### src/rtl/alu_pipe.sv
// Handshaked, registered ALU: add/sub/logic/shift/compare with a full flag set.
// Define ALU_MUL_EN to add an iterative WIDTH-cycle shift-add multiplier on op 10.
module alu_pipe #(
    parameter int WIDTH = 32
) (
    input  logic             clk,
    input  logic             rst,
    input  logic             in_valid,
    output logic             in_ready,
    input  logic [3:0]       op,
    input  logic [WIDTH-1:0] a,
    input  logic [WIDTH-1:0] b,
    output logic             out_valid,
    input  logic             out_ready,
    output logic [WIDTH-1:0] result,
    output logic             flag_c,
    output logic             flag_v,
    output logic             flag_z,
    output logic             flag_n,
    output logic             out_err,
    output logic             dbg_state
);

    localparam int SHW = $clog2(WIDTH);

    localparam logic [3:0] OP_ADD  = 4'd0;
    localparam logic [3:0] OP_SUB  = 4'd1;
    localparam logic [3:0] OP_XOR  = 4'd2;
    localparam logic [3:0] OP_OR   = 4'd3;
    localparam logic [3:0] OP_AND  = 4'd4;
    localparam logic [3:0] OP_SLL  = 4'd5;
    localparam logic [3:0] OP_SRL  = 4'd6;
    localparam logic [3:0] OP_SRA  = 4'd7;
    localparam logic [3:0] OP_SLT  = 4'd8;
    localparam logic [3:0] OP_SLTU = 4'd9;
`ifdef ALU_MUL_EN
    localparam logic [3:0] OP_MUL  = 4'd10;
`endif

    // Handshake: an operation is taken when in_valid && in_ready, a result is
    // taken when out_valid && out_ready; in_ready never looks at in_valid.
    logic             live_q;
    logic             out_valid_q, out_valid_d;
    logic [WIDTH-1:0] result_q, result_d;
    logic             flag_c_q, flag_c_d;
    logic             flag_v_q, flag_v_d;
    logic             flag_z_q, flag_z_d;
    logic             flag_n_q, flag_n_d;
    logic             err_q, err_d;

    logic             accept;
    logic             accept_alu;
    logic             deliver;

    logic [WIDTH:0]   sum;
    logic [SHW-1:0]   shamt;
    logic [WIDTH-1:0] alu_res;
    logic             alu_c;
    logic             alu_v;
    logic             alu_err;

    always_comb begin
        sum     = '0;
        shamt   = b[SHW-1:0];
        alu_res = '0;
        alu_c   = 1'b0;
        alu_v   = 1'b0;
        alu_err = 1'b0;
        case (op)
            OP_ADD: begin
                sum     = {1'b0, a} + {1'b0, b};
                alu_res = sum[WIDTH-1:0];
                alu_c   = sum[WIDTH];
                alu_v   = (a[WIDTH-1] == b[WIDTH-1]) && (alu_res[WIDTH-1] != a[WIDTH-1]);
            end
            OP_SUB: begin
                // carry-out of a + ~b + 1 is the "no borrow" indication
                sum     = {1'b0, a} + {1'b0, ~b} + {{WIDTH{1'b0}}, 1'b1};
                alu_res = sum[WIDTH-1:0];
                alu_c   = sum[WIDTH];
                alu_v   = (a[WIDTH-1] != b[WIDTH-1]) && (alu_res[WIDTH-1] != a[WIDTH-1]);
            end
            OP_XOR:  alu_res = a ^ b;
            OP_OR:   alu_res = a | b;
            OP_AND:  alu_res = a & b;
            OP_SLL:  alu_res = a << shamt;
            OP_SRL:  alu_res = a >> shamt;
            OP_SRA:  alu_res = $unsigned($signed(a) >>> shamt);
            OP_SLT:  alu_res = {{(WIDTH-1){1'b0}}, ($signed(a) < $signed(b))};
            OP_SLTU: alu_res = {{(WIDTH-1){1'b0}}, (a < b)};
`ifdef ALU_MUL_EN
            OP_MUL:  alu_res = '0;
`endif
            default: alu_err = 1'b1;
        endcase
    end

`ifdef ALU_MUL_EN
    typedef enum logic {
        ST_IDLE = 1'b0,
        ST_MUL  = 1'b1
    } state_t;

    localparam logic [SHW-1:0] CNT_LAST = SHW'(WIDTH - 1);

    state_t             state_q, state_d;
    logic [2*WIDTH-1:0] mcand_q, mcand_d;
    logic [WIDTH-1:0]   mplier_q, mplier_d;
    logic [2*WIDTH-1:0] acc_q, acc_d;
    logic [SHW-1:0]     cnt_q, cnt_d;
    logic               is_mul;
    logic               mul_done;

    assign is_mul     = (op == OP_MUL);
    assign in_ready   = live_q && (state_q == ST_IDLE) && (!out_valid_q || out_ready);
    assign accept_alu = accept && !is_mul;
    assign dbg_state  = (state_q == ST_MUL);

    always_comb begin
        state_d  = state_q;
        mcand_d  = mcand_q;
        mplier_d = mplier_q;
        acc_d    = acc_q;
        cnt_d    = cnt_q;
        mul_done = 1'b0;
        case (state_q)
            ST_IDLE: begin
                if (accept && is_mul) begin
                    state_d  = ST_MUL;
                    mcand_d  = {{WIDTH{1'b0}}, a};
                    mplier_d = b;
                    acc_d    = '0;
                    cnt_d    = '0;
                end
            end
            ST_MUL: begin
                // one multiplier bit per cycle; the last step lands in the result register
                acc_d    = acc_q + (mplier_q[0] ? mcand_q : '0);
                mcand_d  = mcand_q << 1;
                mplier_d = mplier_q >> 1;
                cnt_d    = cnt_q + 1'b1;
                if (cnt_q == CNT_LAST) begin
                    mul_done = 1'b1;
                    state_d  = ST_IDLE;
                end
            end
            default: state_d = ST_IDLE;
        endcase
    end

    always_ff @(posedge clk) begin
        if (rst) begin
            state_q  <= ST_IDLE;
            mcand_q  <= '0;
            mplier_q <= '0;
            acc_q    <= '0;
            cnt_q    <= '0;
        end else begin
            state_q  <= state_d;
            mcand_q  <= mcand_d;
            mplier_q <= mplier_d;
            acc_q    <= acc_d;
            cnt_q    <= cnt_d;
        end
    end
`else
    assign in_ready   = live_q && (!out_valid_q || out_ready);
    assign accept_alu = accept;
    assign dbg_state  = 1'b0;
`endif

    assign accept  = in_valid && in_ready;
    assign deliver = out_valid_q && out_ready;

    always_comb begin
        out_valid_d = out_valid_q;
        result_d    = result_q;
        flag_c_d    = flag_c_q;
        flag_v_d    = flag_v_q;
        flag_z_d    = flag_z_q;
        flag_n_d    = flag_n_q;
        err_d       = err_q;
        if (deliver) begin
            out_valid_d = 1'b0;
        end
        if (accept_alu) begin
            out_valid_d = 1'b1;
            result_d    = alu_res;
            flag_c_d    = alu_c;
            flag_v_d    = alu_v;
            flag_z_d    = (alu_res == '0);
            flag_n_d    = alu_res[WIDTH-1];
            err_d       = alu_err;
        end
`ifdef ALU_MUL_EN
        if (mul_done) begin
            out_valid_d = 1'b1;
            result_d    = acc_d[WIDTH-1:0];
            flag_c_d    = |acc_d[2*WIDTH-1:WIDTH];
            flag_v_d    = 1'b0;
            flag_z_d    = (acc_d[WIDTH-1:0] == '0);
            flag_n_d    = acc_d[WIDTH-1];
            err_d       = 1'b0;
        end
`endif
    end

    // live_q keeps in_ready low while reset is applied and releases it one edge later
    always_ff @(posedge clk) begin
        if (rst) begin
            live_q      <= 1'b0;
            out_valid_q <= 1'b0;
            result_q    <= '0;
            flag_c_q    <= 1'b0;
            flag_v_q    <= 1'b0;
            flag_z_q    <= 1'b0;
            flag_n_q    <= 1'b0;
            err_q       <= 1'b0;
        end else begin
            live_q      <= 1'b1;
            out_valid_q <= out_valid_d;
            result_q    <= result_d;
            flag_c_q    <= flag_c_d;
            flag_v_q    <= flag_v_d;
            flag_z_q    <= flag_z_d;
            flag_n_q    <= flag_n_d;
            err_q       <= err_d;
        end
    end

    assign out_valid = out_valid_q;
    assign result    = result_q;
    assign flag_c    = flag_c_q;
    assign flag_v    = flag_v_q;
    assign flag_z    = flag_z_q;
    assign flag_n    = flag_n_q;
    assign out_err   = err_q;

endmodule
### config.mk
export PLATFORM = sky130hd
export DESIGN_NAME = alu_pipe
export DESIGN_NICKNAME = d
export VERILOG_FILES = /design/src/rtl/alu_pipe.sv
export SDC_FILE = /design/constraint.sdc
export NUM_CORES = 1
export LEC_CHECK = 0
export ABC_AREA = 0
export BUFFER_PORTS_ARGS = -buffer_cell sky130_fd_sc_hd__buf_2
export CAP_MARGIN = 40
export CELL_PAD_IN_SITES_DETAIL_PLACEMENT = 1
export CELL_PAD_IN_SITES_GLOBAL_PLACEMENT = 1
export CORE_MARGIN = 3
export CORE_UTILIZATION = 25
export CTS_BUF_LIST = sky130_fd_sc_hd__clkbuf_8 sky130_fd_sc_hd__clkbuf_16
export DETAILED_ROUTE_END_ITERATION = 8
export GPL_TIMING_DRIVEN = 1
export MAX_ROUTING_LAYER = met4
export PLACE_DENSITY = 0.59
export SYNTH_ARGS = -nofsm -noshare
export SYNTH_HDL_FRONTEND = slang
export SYNTH_SLANG_ARGS = --single-unit
### constraint.sdc
create_clock -name clk -period 4.65 [get_ports clk]
set_input_delay 0.465 -clock clk [delete_from_list [all_inputs] [get_ports clk]]
set_output_delay 0.465 -clock clk [all_outputs]
set_load 0.01 [all_outputs]
[Word level (Yosys, flattened, before mapping)]
Cells that the tools add are included.
Storage, ports and cells
  register bits after elaboration: 39
  bits in latches: 0
  bits in writable memories: 0
  bits in read-only memories: 0
  logic and storage cells: 51
  memories: 0
Cells by class
  $add $sub $neg: 3
  multiply operators: 0
  div/mod/pow operators: 0
  magnitude comparators: 2
  equality and inequality tests: 13
  shifts and indexed selects: 3
  mux-type cells: 7
  bitwise operators: 4
  reduce and logical (&&, ||, !) cells: 11
Operators with widths (number)
  one-hot mux 32 bit (10 select lines): 1
  adder 32 x 32 -> 33 bit: 2
  less-than comparator 32 bit: 2
  adder 33 x 1 -> 33 bit, second input constant: 1
  AND 32 bit: 1
  zero test 32 bit: 1
  inverter 32 bit: 1
  bitwise OR 32 bit: 1
  << shifter 32 x 5 -> 32 bit: 1
  >> shifter 32 x 5 -> 32 bit: 1
  >>> shifter 32 x 5 -> 32 bit: 1
  bitwise XOR 32 bit: 1
  == test 4 x 3 -> 1 bit, second input constant: 4
  OR reduction 10 bit: 1
  == test 4 x 2 -> 1 bit, second input constant: 2
  == test 4 bit, second input constant: 2
  logical AND 1 bit: 5
  == test 4 x 1 -> 1 bit, second input constant: 1
  zero test 4 bit: 1
  2-to-1 mux 1 bit: 4
  one-hot mux 1 bit (2 select lines): 2
  != test 1 bit: 3
  nonzero test 2 bit: 1
  == test 1 bit: 1
  2 further kinds: 2

[Logic depth before layout (Yosys ltp)]
  depth in word-level cells: 6
  mapped depth: 18

[Worst setup path before layout]
OpenSTA, ideal clock, no wires.
  path kind: input port to flip-flop
  start: input port b[2]
  end: register flag_z_q (netlist: flag_z)
  setup time: 0.059 ns
  arrival: 3.937 ns
  setup slack: 0.654 ns
  stages on the path: 18
  buffers on the path: 5
  cell sequence: buf_4 > inv_1 > buf_2 > buf_2 > buf_2 > ha_1 > buf_4 > a211oi_2 > nor4b_2 > o311ai_2 > a21oi_1 > nand2_1 > o21ai_0 > or4b_1 > a211oi_1 > and4_1 > and4b_1 > a41o_1
On the way
  word-level cells in the longest chain between the ends: 5
  elaborated cells between the ends (all ways): 14
RTL lines
  start, declared: RTL line 12  | input logic [WIDTH-1:0] b,
  inverter 32 bit: RTL line 78  | sum = {1'b0, a} + {1'b0, ~b} + {{WIDTH{1'b0}}, 1'b1};
  adder 32 x 32 -> 33 bit: RTL line 78
  adder 33 x 1 -> 33 bit: RTL line 78
  one-hot mux 32 bit (10 select lines) *: RTL line 69  | case (op)
  zero test 32 bit *: RTL line 191  | flag_z_d = (alu_res == '0);
  end signal, assigned: RTL line 225  | flag_z_q <= flag_z_d;
  end, declared: RTL line 47  | logic flag_z_q, flag_z_d;
Every way passes the cells marked *; elsewhere a longest branch is shown, timed or not.
A chain may end at the register's enable or synchronous reset.

[Worst setup path in the final report]
  start: input port a[0]
  end: register flag_z_q (netlist: flag_z)
On the way
  word-level cells in the longest chain between the ends: 4
  elaborated cells between the ends (all ways): 13
RTL lines
  start, declared: RTL line 11  | input logic [WIDTH-1:0] a,
  adder 32 x 32 -> 33 bit: RTL line 78
  adder 33 x 1 -> 33 bit: RTL line 78
  one-hot mux 32 bit (10 select lines) *: RTL line 69
  zero test 32 bit *: RTL line 191
Marks and branches as above.

==> results.py <==
metrics = {
    "setup_path": {
        "path_max_fanout": 6,
        "arrival_ns": 4.54,
        "end_kind": "flop",
        "worstSetupPathType": "primary input to flop",
        "cp_data_required_time_ns": 4.88,
        "start_kind": "primary input",
    },
    "grt": {
        "grt_start_max_net_pins": 69,
        "grt_pass1_wl_um": 109300,
        "grt_pass1_vias": 15030,
        "overflow": 0,
        "antenna_found_initial": 1,
        "grt_usage": 0.2987,
    },
    "sta": {
        "worstMarginPinSlew_ns": 0.8154,
        "drv_slew": 0,
        "tns_ns": 0,
        "whs_ns": 0.4675,
        "hold_viol": 0,
        "period_share": 0.9284,
        "fin_crit_ns": 4.317,
        "fmax_mhz": 231.7,
        "grt_setup_unrepaired": "no",
        "setup_violations": 0,
        "maxSlewHeadroom": 0.4522,
        "worst_slack_ns": 0.3331,
        "fin_skew_ns": 0.004985,
    },
    "die": {
        "num_rows": 79,
        "initial_core_util": 0.2563,
        "die-area_sq_um": 51010,
        "ios": 112,
        "coreArea_sq_um": 47150,
        "fp.dieH_um": 225.8,
        "die_w_um": 225.8,
    },
    "place": {
        "placed_cells": 2413,
        "portBuffers": 110,
        "placed_area_sq_um": 13950,
        "dpl_worst_slack_ns": 0.07789,
        "dp_hpwl_um": 61730,
        "routabilityCongestion": 1.040,
    },
    "outcome": {
        "status": "finished clean",
    },
    "cts": {
        "hold_buffers": 0,
        "path_clk_slew_ns": 0.06,
        "htree_levels": 2,
        "cts.sinks": 38,
        "cts_buffer_depth": 2,
        "postCtsSetupRepairBufs": 0,
        "cts_tree": "yes",
        "cts_resized": 0,
        "clk_latency_ns": 0.28,
        "cts_buffers": 5,
        "cts_root_buffer": "clkbuf_16",
    },
    "yosys": {
        "synth_warnings": 0,
        "syn-cell-area_sq_um": 12080,
        "synth_most_common_cell": "nor2_1",
        "synth_top_area_frac": 0.1036,
        "synthTopCellsByArea": "ha_1 (10%), mux4_2 (8.2%), mux2i_1 (6.4%)",
        "avgSynthCellArea_sq_um": 7.205,
        "syn_inst": 1677,
        "synth.distinct_cells": 106,
        "ys_seq_area_frac": 0.06296,
        "ys.flop_type": "dfxtp_1",
        "ys_seq_elements": 38,
        "synthTopCellsByCount": "nor2_1 (176), a21oi_1 (133), nand2_1 (133)",
        "synth_edf_count": 0,
        "yosys.area.top_type": "ha_1",
        "async_reset_ff_frac": 0,
        "synth_nets": 1851,
    },
    "routing": {
        "wire_per_inst_um": 31.42,
        "first_pass_iters": 7,
        "avgViaCountPerCell": 6.207,
        "totalWireLength_um": 76060,
        "ant_nets": 0,
        "route.detailed.drc": 0,
        "drtIter0Drc": 1468,
        "routed-via-count": 15030,
    },
    "layout": {
        "fin_area_sq_um": 14090,
        "fin_cells": 2421,
        "final_util": 0.2988,
        "fill_cells": 5768,
        "layout-drive-gt1-share": 0.2179,
        "area_growth_pct": 16.61,
        "nets": 1987,
    },
    "hold_path": {
        "min_path_type": "flop to flop",
    },
    "job": {
        "drv_cap": 0,
    },
    "pwr": {
        "ir_drop_v": 0.0001492,
        "power_mw": 2.411,
        "leakage_nw": 5.943,
        "power_density_nw_per_um2": 171.1,
    },
}
-- cell usage in the layout (no fill, tap or decap), drive strengths merged, types with 19 or more instances in the layout --
| master | netlist | routed |
|---|---|---|
| a21oi | 134 | 134 |
| mux2 | 22 | 22 |
| dfxtp | 38 | 38 |
| mux4 | 45 | 45 |
| mux2i | 78 | 78 |
| buf | 75 | 278 |
| and2 | 19 | 19 |
| a211oi | 59 | 59 |
| nor3 | 35 | 35 |
| ha | 100 | 100 |
| o22ai | 25 | 25 |
| a31oi | 20 | 20 |
| nor2b | 20 | 20 |
| o31ai | 21 | 21 |
| o211ai | 33 | 33 |
| nand4 | 23 | 23 |
| nand3 | 46 | 46 |
| nand2 | 134 | 134 |
| nor2 | 176 | 176 |
| o21ai | 95 | 95 |
| inv | 98 | 98 |
| xnor2 | 20 | 20 |
-- flip-flops by register name (all words and copies together), names as in the netlist --
register   count
result        32
flag_c         1
flag_v         1
flag_z         1
live_q         1
out_err        1
out_valid      1
-- routing by layer --
layer | vias to the layer above | global-route usage | wire, um
li1 | 6560 | - | -
met1 | 7644 | 0.4010 | 33430
met2 | 697 | 0.4730 | 34780
met3 | 127 | 0.03107 | 4890
met4 | 0 | 0.09287 | 2963
met5 | - | - | 0
-- kinds of logic (layout without fill, tap and decap cells) --
| family | Yosys count | in the layout | share of synthesized area |
|---|---|---|---|
| multiplexers | 145 | 145 | 0.1712 |
| other | 1 | 2 | 0.0003104 |
| flip-flops | 38 | 38 | 0.06296 |
| buffers and inverters | 249 | 385 | 0.09558 |
| AO/OA/AOI/OAI | 569 | 569 | 0.3243 |
| adder cells (fa/ha/maj) | 102 | 102 | 0.1069 |
| AND/OR/NAND/NOR | 553 | 553 | 0.2243 |
| XOR/XNOR | 20 | 20 | 0.01450 |
-- power breakdown --
group / switching [mW] / internal (mW)
Combinational: 1.12 / 0.611
Clock: 0.129 / 0.193
Sequential: 0.0127 / 0.348
-- worst max-delay path, stage by stage --
cell	delay [ns]
buf_2	0.17
inv_1	0.09
ha_1	0.24
fa_1	0.44
nor2_1	0.14
o221ai_1	0.23
a211oi_1	0.29
buf_4	0.19
nor3_1	0.07
o31ai_1	0.39
buf_4	0.20
a31oi_1	0.10
and2_1	0.16
o32ai_1	0.52
nand4b_1	0.33
and4b_1	0.35
a41o_1	0.16
-- cell type report --
| type | count | area [sq um] | share of cell area |
|---|---|---|---|
| multi-input combinational | 1390 | 10210 | 0.7245 |
| clock inverter | 2 | 10.01 | 0.0007104 |
| timing repair buffer | 278 | 1848 | 0.1312 |
| clock buffer | 5 | 125.1 | 0.008880 |
| tap | 607 | 759.5 | 0.05390 |
| sequential | 38 | 760.7 | 0.05399 |
| antenna | 1 | 2.502 | 0.0001776 |
| inverter | 100 | 375.4 | 0.02664 |
-- final timing paths --
kind / start / endpoint / slack (ns) / cells past startpoint
min reg2reg: out_err$_SDFFE_PP0P_ / out_err$_SDFFE_PP0P_ / 0.47 / 2
max reg2reg: out_valid$_SDFFE_PP0P_ / flag_z$_SDFFE_PP0P_ / 1.81 / 12
max: a[0] / flag_z$_SDFFE_PP0P_ / 0.33 / 17
min: out_err$_SDFFE_PP0P_ / out_err$_SDFFE_PP0P_ / 0.47 / 2
(Power assumes the default switching activity.)
